`config.mk`:
```
export PLATFORM = sky130hd
export DESIGN_NAME = pulse_sched
export DESIGN_NICKNAME = d
export VERILOG_FILES = /design/src/rtl/pulse_sched.sv
export SDC_FILE = /design/constraint.sdc
export NUM_CORES = 1
export LEC_CHECK = 0
export CAP_MARGIN = 20
export CORE_MARGIN = 2
export CORE_UTILIZATION = 32
export DETAILED_ROUTE_END_ITERATION = 12
export GPL_ROUTABILITY_DRIVEN = 0
export SYNTH_ARGS = -nofsm -noshare
export SYNTH_HDL_FRONTEND = slang
export SYNTH_SLANG_ARGS = --single-unit
```
`constraint.sdc`:
```
create_clock -name clk -period 4.4 [get_ports clk]
set_input_delay 1.32 -clock clk [delete_from_list [all_inputs] [get_ports clk]]
set_output_delay 1.32 -clock clk [all_outputs]
set_load 0.05 [all_outputs]
```
`src/rtl/pulse_sched.sv`:
```
// Round-robin scheduler sharing one pulse generator among N_REQ requesters:
// grant, launch, wait for done (or time out), then hold off for GAP cycles.
module pulse_sched #(
    parameter int N_REQ   = 4,
    parameter int LEN_W   = 5,
    parameter int GAP     = 2,
    parameter int TIMEOUT = 64
) (
    input  logic                     clk,
    input  logic                     rst,
    input  logic [N_REQ-1:0]         req,
    input  logic [N_REQ*LEN_W-1:0]   req_len,
    output logic [N_REQ-1:0]         ack,
    output logic                     err,
    output logic [$clog2(N_REQ)-1:0] cur_id,
    output logic                     busy,
    output logic                     gen_start,
    output logic [LEN_W-1:0]         gen_len,
    input  logic                     gen_done
);
    localparam int ID_W  = $clog2(N_REQ);
    localparam int CNT_W = $clog2(TIMEOUT + GAP + 1);
    localparam logic [CNT_W-1:0] TO_LAST  = CNT_W'(TIMEOUT - 1);
    localparam logic [CNT_W-1:0] GAP_LAST = CNT_W'((GAP > 0) ? GAP - 1 : 0);
    localparam logic [ID_W-1:0]  ID_LAST  = ID_W'(N_REQ - 1);

    typedef enum logic [1:0] {
        S_IDLE  = 2'd0,
        S_START = 2'd1,
        S_WAIT  = 2'd2,
        S_GAP   = 2'd3
    } state_t;

    state_t             state_r, state_s;
    logic [CNT_W-1:0]   cnt_r, cnt_s;
    logic [ID_W-1:0]    ptr_r, ptr_s;
    logic [ID_W-1:0]    cur_id_r, cur_id_s;
    logic [LEN_W-1:0]   gen_len_r, gen_len_s;
    logic [N_REQ-1:0]   ack_r, ack_s;
    logic               err_r, err_s;
    logic               gen_start_r, gen_start_s;
    logic               busy_r, busy_s;
    logic [ID_W:0]      pick_s;
    logic [ID_W-1:0]    pick_id_s;
    logic [LEN_W-1:0]   pick_len_s;

    // Returns {valid, id} of the first asserted request searching from p upward, wrapping.
    function automatic logic [ID_W:0] rr_pick(input logic [N_REQ-1:0] r, input logic [ID_W-1:0] p);
        logic [ID_W:0] res;
        int unsigned   idx;
        res = '0;
        for (int unsigned i = 0; i < N_REQ; i++) begin
            idx = 32'(p) + i;
            if (idx >= 32'(N_REQ)) idx = idx - 32'(N_REQ);
            if (!res[ID_W] && r[idx[ID_W-1:0]]) res = {1'b1, idx[ID_W-1:0]};
        end
        return res;
    endfunction

    function automatic logic [LEN_W-1:0] len_of(input logic [N_REQ*LEN_W-1:0] l, input logic [ID_W-1:0] id);
        logic [LEN_W-1:0] res;
        res = '0;
        for (int i = 0; i < N_REQ; i++) begin
            if (ID_W'(i) == id) res = l[i*LEN_W +: LEN_W];
        end
        return res;
    endfunction

    // With no gap configured, service exits straight back to arbitration.
    function automatic state_t exit_state();
        if (GAP == 0) return S_IDLE;
        else return S_GAP;
    endfunction

    assign pick_s     = rr_pick(req, ptr_r);
    assign pick_id_s  = pick_s[ID_W-1:0];
    assign pick_len_s = len_of(req_len, pick_id_s);

    // Next-state and next-output computation.
    always_comb begin
        state_s     = state_r;
        cnt_s       = cnt_r;
        ptr_s       = ptr_r;
        cur_id_s    = cur_id_r;
        gen_len_s   = gen_len_r;
        ack_s       = '0;
        err_s       = 1'b0;
        gen_start_s = 1'b0;
        case (state_r)
            S_IDLE: begin
                if (pick_s[ID_W]) begin
                    cur_id_s  = pick_id_s;
                    gen_len_s = pick_len_s;
                    ptr_s     = (pick_id_s == ID_LAST) ? '0 : pick_id_s + ID_W'(1);
                    cnt_s     = '0;
                    if (pick_len_s != '0) begin
                        state_s = S_START;
                    end else begin
                        ack_s[pick_id_s] = 1'b1;
                        state_s          = exit_state();
                    end
                end else begin
                    state_s = S_IDLE;
                end
            end
            S_START: begin
                gen_start_s = 1'b1;
                cnt_s       = '0;
                state_s     = S_WAIT;
            end
            S_WAIT: begin
                if (gen_done) begin
                    ack_s[cur_id_r] = 1'b1;
                    cnt_s           = '0;
                    state_s         = exit_state();
                end else if (cnt_r == TO_LAST) begin
                    err_s   = 1'b1;
                    cnt_s   = '0;
                    state_s = exit_state();
                end else begin
                    cnt_s = cnt_r + CNT_W'(1);
                end
            end
            S_GAP: begin
                if (cnt_r == GAP_LAST) begin
                    cnt_s   = '0;
                    state_s = S_IDLE;
                end else begin
                    cnt_s = cnt_r + CNT_W'(1);
                end
            end
            default: begin
                cnt_s   = '0;
                state_s = S_IDLE;
            end
        endcase
        busy_s = (state_s != S_IDLE);
    end

    // State and registered-output update with synchronous reset.
    always_ff @(posedge clk) begin
        if (rst) begin
            state_r     <= S_IDLE;
            cnt_r       <= '0;
            ptr_r       <= '0;
            cur_id_r    <= '0;
            gen_len_r   <= '0;
            ack_r       <= '0;
            err_r       <= 1'b0;
            gen_start_r <= 1'b0;
            busy_r      <= 1'b0;
        end else begin
            state_r     <= state_s;
            cnt_r       <= cnt_s;
            ptr_r       <= ptr_s;
            cur_id_r    <= cur_id_s;
            gen_len_r   <= gen_len_s;
            ack_r       <= ack_s;
            err_r       <= err_s;
            gen_start_r <= gen_start_s;
            busy_r      <= busy_s;
        end
    end

    assign ack       = ack_r;
    assign err       = err_r;
    assign cur_id    = cur_id_r;
    assign busy      = busy_r;
    assign gen_start = gen_start_r;
    assign gen_len   = gen_len_r;

endmodule

```
# Word level (Yosys, flattened, before mapping)
# Cells that the tools add are included.
# word_totals
register_bits	25
input_bits	27
out_inout_bits	14
elab_cells	97
# classes
n_addsub	9
n_lt_le_gt_ge	12
n_eq_ne	10
muxes	42
bitwise_logic	1
n_reduce_logical	14
# op_table
operator	count
$mux 7	4
$pmux 7 s4	1
$mux 2	10
$mux 5	4
$lt 2x3->1 const B	6
$mux 3	4
$mux 4	3
$ge 3x3->1 const B	3
$bmux 1 s2	4
$mux 1	8
$pmux 2 s4	1
$pmux 4 s2	1
$sub 2x1->2 const B	4
$add 7x1->7 const B	1
$eq 7x1->1 const B	1
$eq 7x6->1 const B	1
$add 2x2->3 const B	2
$eq 2x2->1 const B	3
$logic_and 1x1->1	5
$reduce_bool 5->1	1
$demux 1 s2	2
$eq 2x2->1 const A	2
$ge 2x1->1 const B	2
$logic_not 2->1	2
other kinds (11)	13

# Logic depth before layout (Yosys ltp)
# Gate-level depths: netlist of the first run.
# depth
ltp_word	24
mapped_depth	11

# Least setup slack after synthesis of the first run
# Ideal clock, no wire load.
# synth_timing
kind	input -> register
start	in req[2]
end	reg ack_r[2] (netlist: ack[2])
setup_ns	0.083
t_arrival_ns	3.430
path_slack_ns	0.888
path_stages	9
n_path_buf	0
path_cell_list	a22o_1 a221oi_1 inv_1 ha_1 or2_1 a221o_1 a22oi_1 nand4_2 o22ai_1
# synth_between
elab_chain_len	21
word_cells_on_any_way	35
# synth_lines
item	line_no	rtl
start: declaration	11	input logic [N_REQ-1:0] req,
$bmux 1 s2	55	if (!res[ID_W] && r[idx[ID_W-1:0]]) res = {1'b1, idx[ID_W-1:0]};
$mux 1 (not written as such)	55	
$mux 3	55	
$logic_not 1->1	55	
$logic_and 1x1->1	55	
$mux 3	55	
$logic_not 1->1	55	
$logic_and 1x1->1	55	
[... 3 more ...]	--	
$mux 3 *	55	
named net pick_s[0]	43	logic [ID_W:0] pick_s;
$logic_not 2->1	64	if (ID_W'(i) == id) res = l[i*LEN_W +: LEN_W];
$mux 5 (4 in series)	64	
$reduce_bool 5->1	96	if (pick_len_s != '0) begin
$mux 4 *	96	
$mux 4 *	91	if (pick_s[ID_W]) begin
$pmux 4 s2 *	89	case (state_r)
end signal: assignment	158	ack_r <= ack_s;
end: declaration	39	logic [N_REQ-1:0] ack_r, ack_s;
# Mark *: on every way through the listed nets, which the timed path passes. The rest lies on a longest branch. The select of a mux whose other input is x is not followed.
# A chain may end at the register's enable or synchronous reset.

# Final worst setup path of the first run
# layout_timing
start	in req[0]
end	reg ack_r[3] (netlist: ack[3])
# The elaborated chain is that of the path after synthesis.

==> out/metrics.csv, run 1 <==
metric;value;unit
status;finished clean;
die width;70.5;um
Pleak;0.681;nW
Peak supply drop;0.226;mV
Seq cells post-synth;25;
Critical Path Fanout Max;12;
Final setup viols;0;
crit start category;input pin;
Synth Flop Type;dfxtp_1;
Longest Clk Path Bufs;2;
first-pass GRT wire length;5.69;mm
total setup buffers inserted after CTS;0;
unrepaired setup endpoints after global routing;false;
HP Class;flop to flop;
crit path kind;input pin to flop;
std cell rows;24;
PD cells;450;nW/um^2
share of cells above drive strength 1;0.0610;
CTS tree;yes;
Post-synth ARST share;0;
pin count of the biggest net entering global routing;20;
Starting Density;0.330;
mapped cell area;1420;sq um
Wirelength per Cell;12.9;um
Post-DP HPWL;2.65;mm
total grt overflow;0;
CTS Root Cell;clkbuf_8;
die area;4970;sq um
Synth warnings;0;
Core Box Area;4290;sq um
post-synthesis cell count;173;
Fill cells;451;
CTS Buf Count;3;
Post-Syn Nets;206;
H-tree level count;1;
Netlist cell types;46;
FF+latch area;500;sq um
Final ANT Viol Nets;0;
period utilisation layout;0.857;
post-CTS resize count;0;
clock latency on the worst-skew pair;0.26;ns
CP endpoint kind;flop;
Layout Skew;0.00472;ns
Seq/Total Area, Yosys;0.353;
hold buffers post-CTS;0;
number of port buffers;40;
setup TNS;0;ns
Slew Viols, Final;0;
DP Area;1860;sq um
Detailed Route Iter0 Violations;63;
fin area;1910;sq um
vias in the first global route;1220;
number of placed I/O pins;41;
Area Growth Syn to Fin;34.6;%
max frequency;265;MHz
gr usage total;0.139;
nets;247;
TritonRoute pass-1 iters;4;
Fin. Hold Viols;0;
initial antenna violation count;0;
DRT Wirelength;3.42;mm
Post-synth EDFFs;0;
drt via density;5.17;
Period minus WS final;3.77;ns
CTS Sinks;25;
total vias in the final route;1369;
Critical Path RT;4.59;ns
Core Util, Final;0.444;
Worst-path clk slew;0.08;ns
die height;70.5;um
Multi-input gate area;825;sq um
n_diodes;0;
DRC viols;0;
Slew @ Worst Pin;0.758;ns
critical path data arrival time;3.96;ns
hold_ws;0.467;ns
Slew headroom;0.493;
max cap viols;0;
mean area per synthesized cell;8.19;sq um
[worst max-delay path: stages]
cell and delay (ns):
clkdlybuf4s50_1 0.47, a21oi_1 0.16, o21ai_0 0.08, a21oi_1 0.36, ha_1 0.48, inv_2 0.10, o22a_1 0.25, a2111oi_2 0.33
nand4_2 0.21, o22ai_1 0.20
[power breakdown]
group	total, W	switching (W)	internal [W]	leakage, nW
sequential	0.000294	0.0000320	0.000262	0.204
clock	0.000134	0.0000698	0.0000646	0.0228
combinational	0.000429	0.000259	0.000170	0.454
total	0.000858	0.000361	0.000496	0.681
[final timing paths]
| check | from | endpoint | slack, ns | cells past startpoint |
|---|---|---|---|---|
| worst max-delay path | req[0] | ack[3] | 0.63 | 10 |
| worst min-delay path | gen_len[0] | gen_len[0] | 0.47 | 2 |
| worst min register to register | gen_len[0] | gen_len[0] | 0.47 | 2 |
| worst max register to register | ptr_r[0] | ack[3] | 1.83 | 11 |
[cell type report]
class / count / area share
repair buffers: 42 / 0.218
flip-flops and latches: 25 / 0.262
inverters: 15 / 0.0295
multi-input cells: 127 / 0.432
clock buffers: 4 / 0.0236
well taps: 52 / 0.0341
[stage by stage]
stage	total power, W	setup WS [ns]	cells
global route	0.000917	0.385	265
CTS	0.000863	0.622	265
global placement	0.000728	0.381	261
finish	0.000858	0.630	265
floorplan	0.000603	0.888	173
detailed placement	0.000728	0.345	261
[layout by cell type, fill, tap and decap left out, types with 4 or more instances in the layout]
| master | instances |
|---|---|
| clkdlybuf4s50_1 | 40 |
| dfxtp_1 | 25 |
| a21oi_1 | 18 |
| nand2_1 | 18 |
| inv_1 | 14 |
| nor2_1 | 12 |
| nand3_1 | 7 |
| nand2b_1 | 6 |
| ha_1 | 6 |
| o21ai_0 | 4 |
| o22ai_1 | 4 |
[cell families (layout without fill, tap and decap cells)]
group           Yosys count  after routing  synth area share
compound gates           54             54             0.273
xor+xnor                  1              1           0.00618
fa+ha+maj                 6              6            0.0530
buf+inv                  21             61            0.0645
flops                    25             25             0.353
mux                       1              1           0.00707
simple gates             65             65             0.243
[sequential cells by signal, indices dropped and copies added, names as in the netlist]
name	count
gen_len	5
state_r	2
err	1
cur_id	2
gen_start	1
busy	1
ack	4
ptr_r	2
cnt_r	7
[Yosys cell counts, drive strengths merged (4+ instances only)]
master	instances	area share
a21oi	18	0.064
dfxtp	25	0.35
ha	6	0.053
inv	15	0.040
nand2	18	0.048
nand2b	6	0.027
nand3	7	0.025
nor2	12	0.032
nor3	4	0.021
o21ai	6	0.021
o22ai	4	0.018
[routing by layer]
metal / vias up / routed length, um / global-route usage
li1: 713 / - / -
met1: 632 / 1850 / 0.213
met2: 22 / 1430 / 0.203
met3: 2 / 115 / 0.0256
met4: 0 / 27 / 0.0314
met5: - / 0 / 0
(Power assumes the default switching activity.)
==> inputs of run 2 (changes only) <==
--- a/config.mk
+++ b/config.mk
@@ -10,6 +10,7 @@
 export CORE_UTILIZATION = 32
 export DETAILED_ROUTE_END_ITERATION = 12
 export GPL_ROUTABILITY_DRIVEN = 0
+export SLEW_MARGIN = 15
 export SYNTH_ARGS = -nofsm -noshare
 export SYNTH_HDL_FRONTEND = slang
 export SYNTH_SLANG_ARGS = --single-unit
==> results of run 2 <==
Final layout, timing and power as in run 1 (identical DEF).
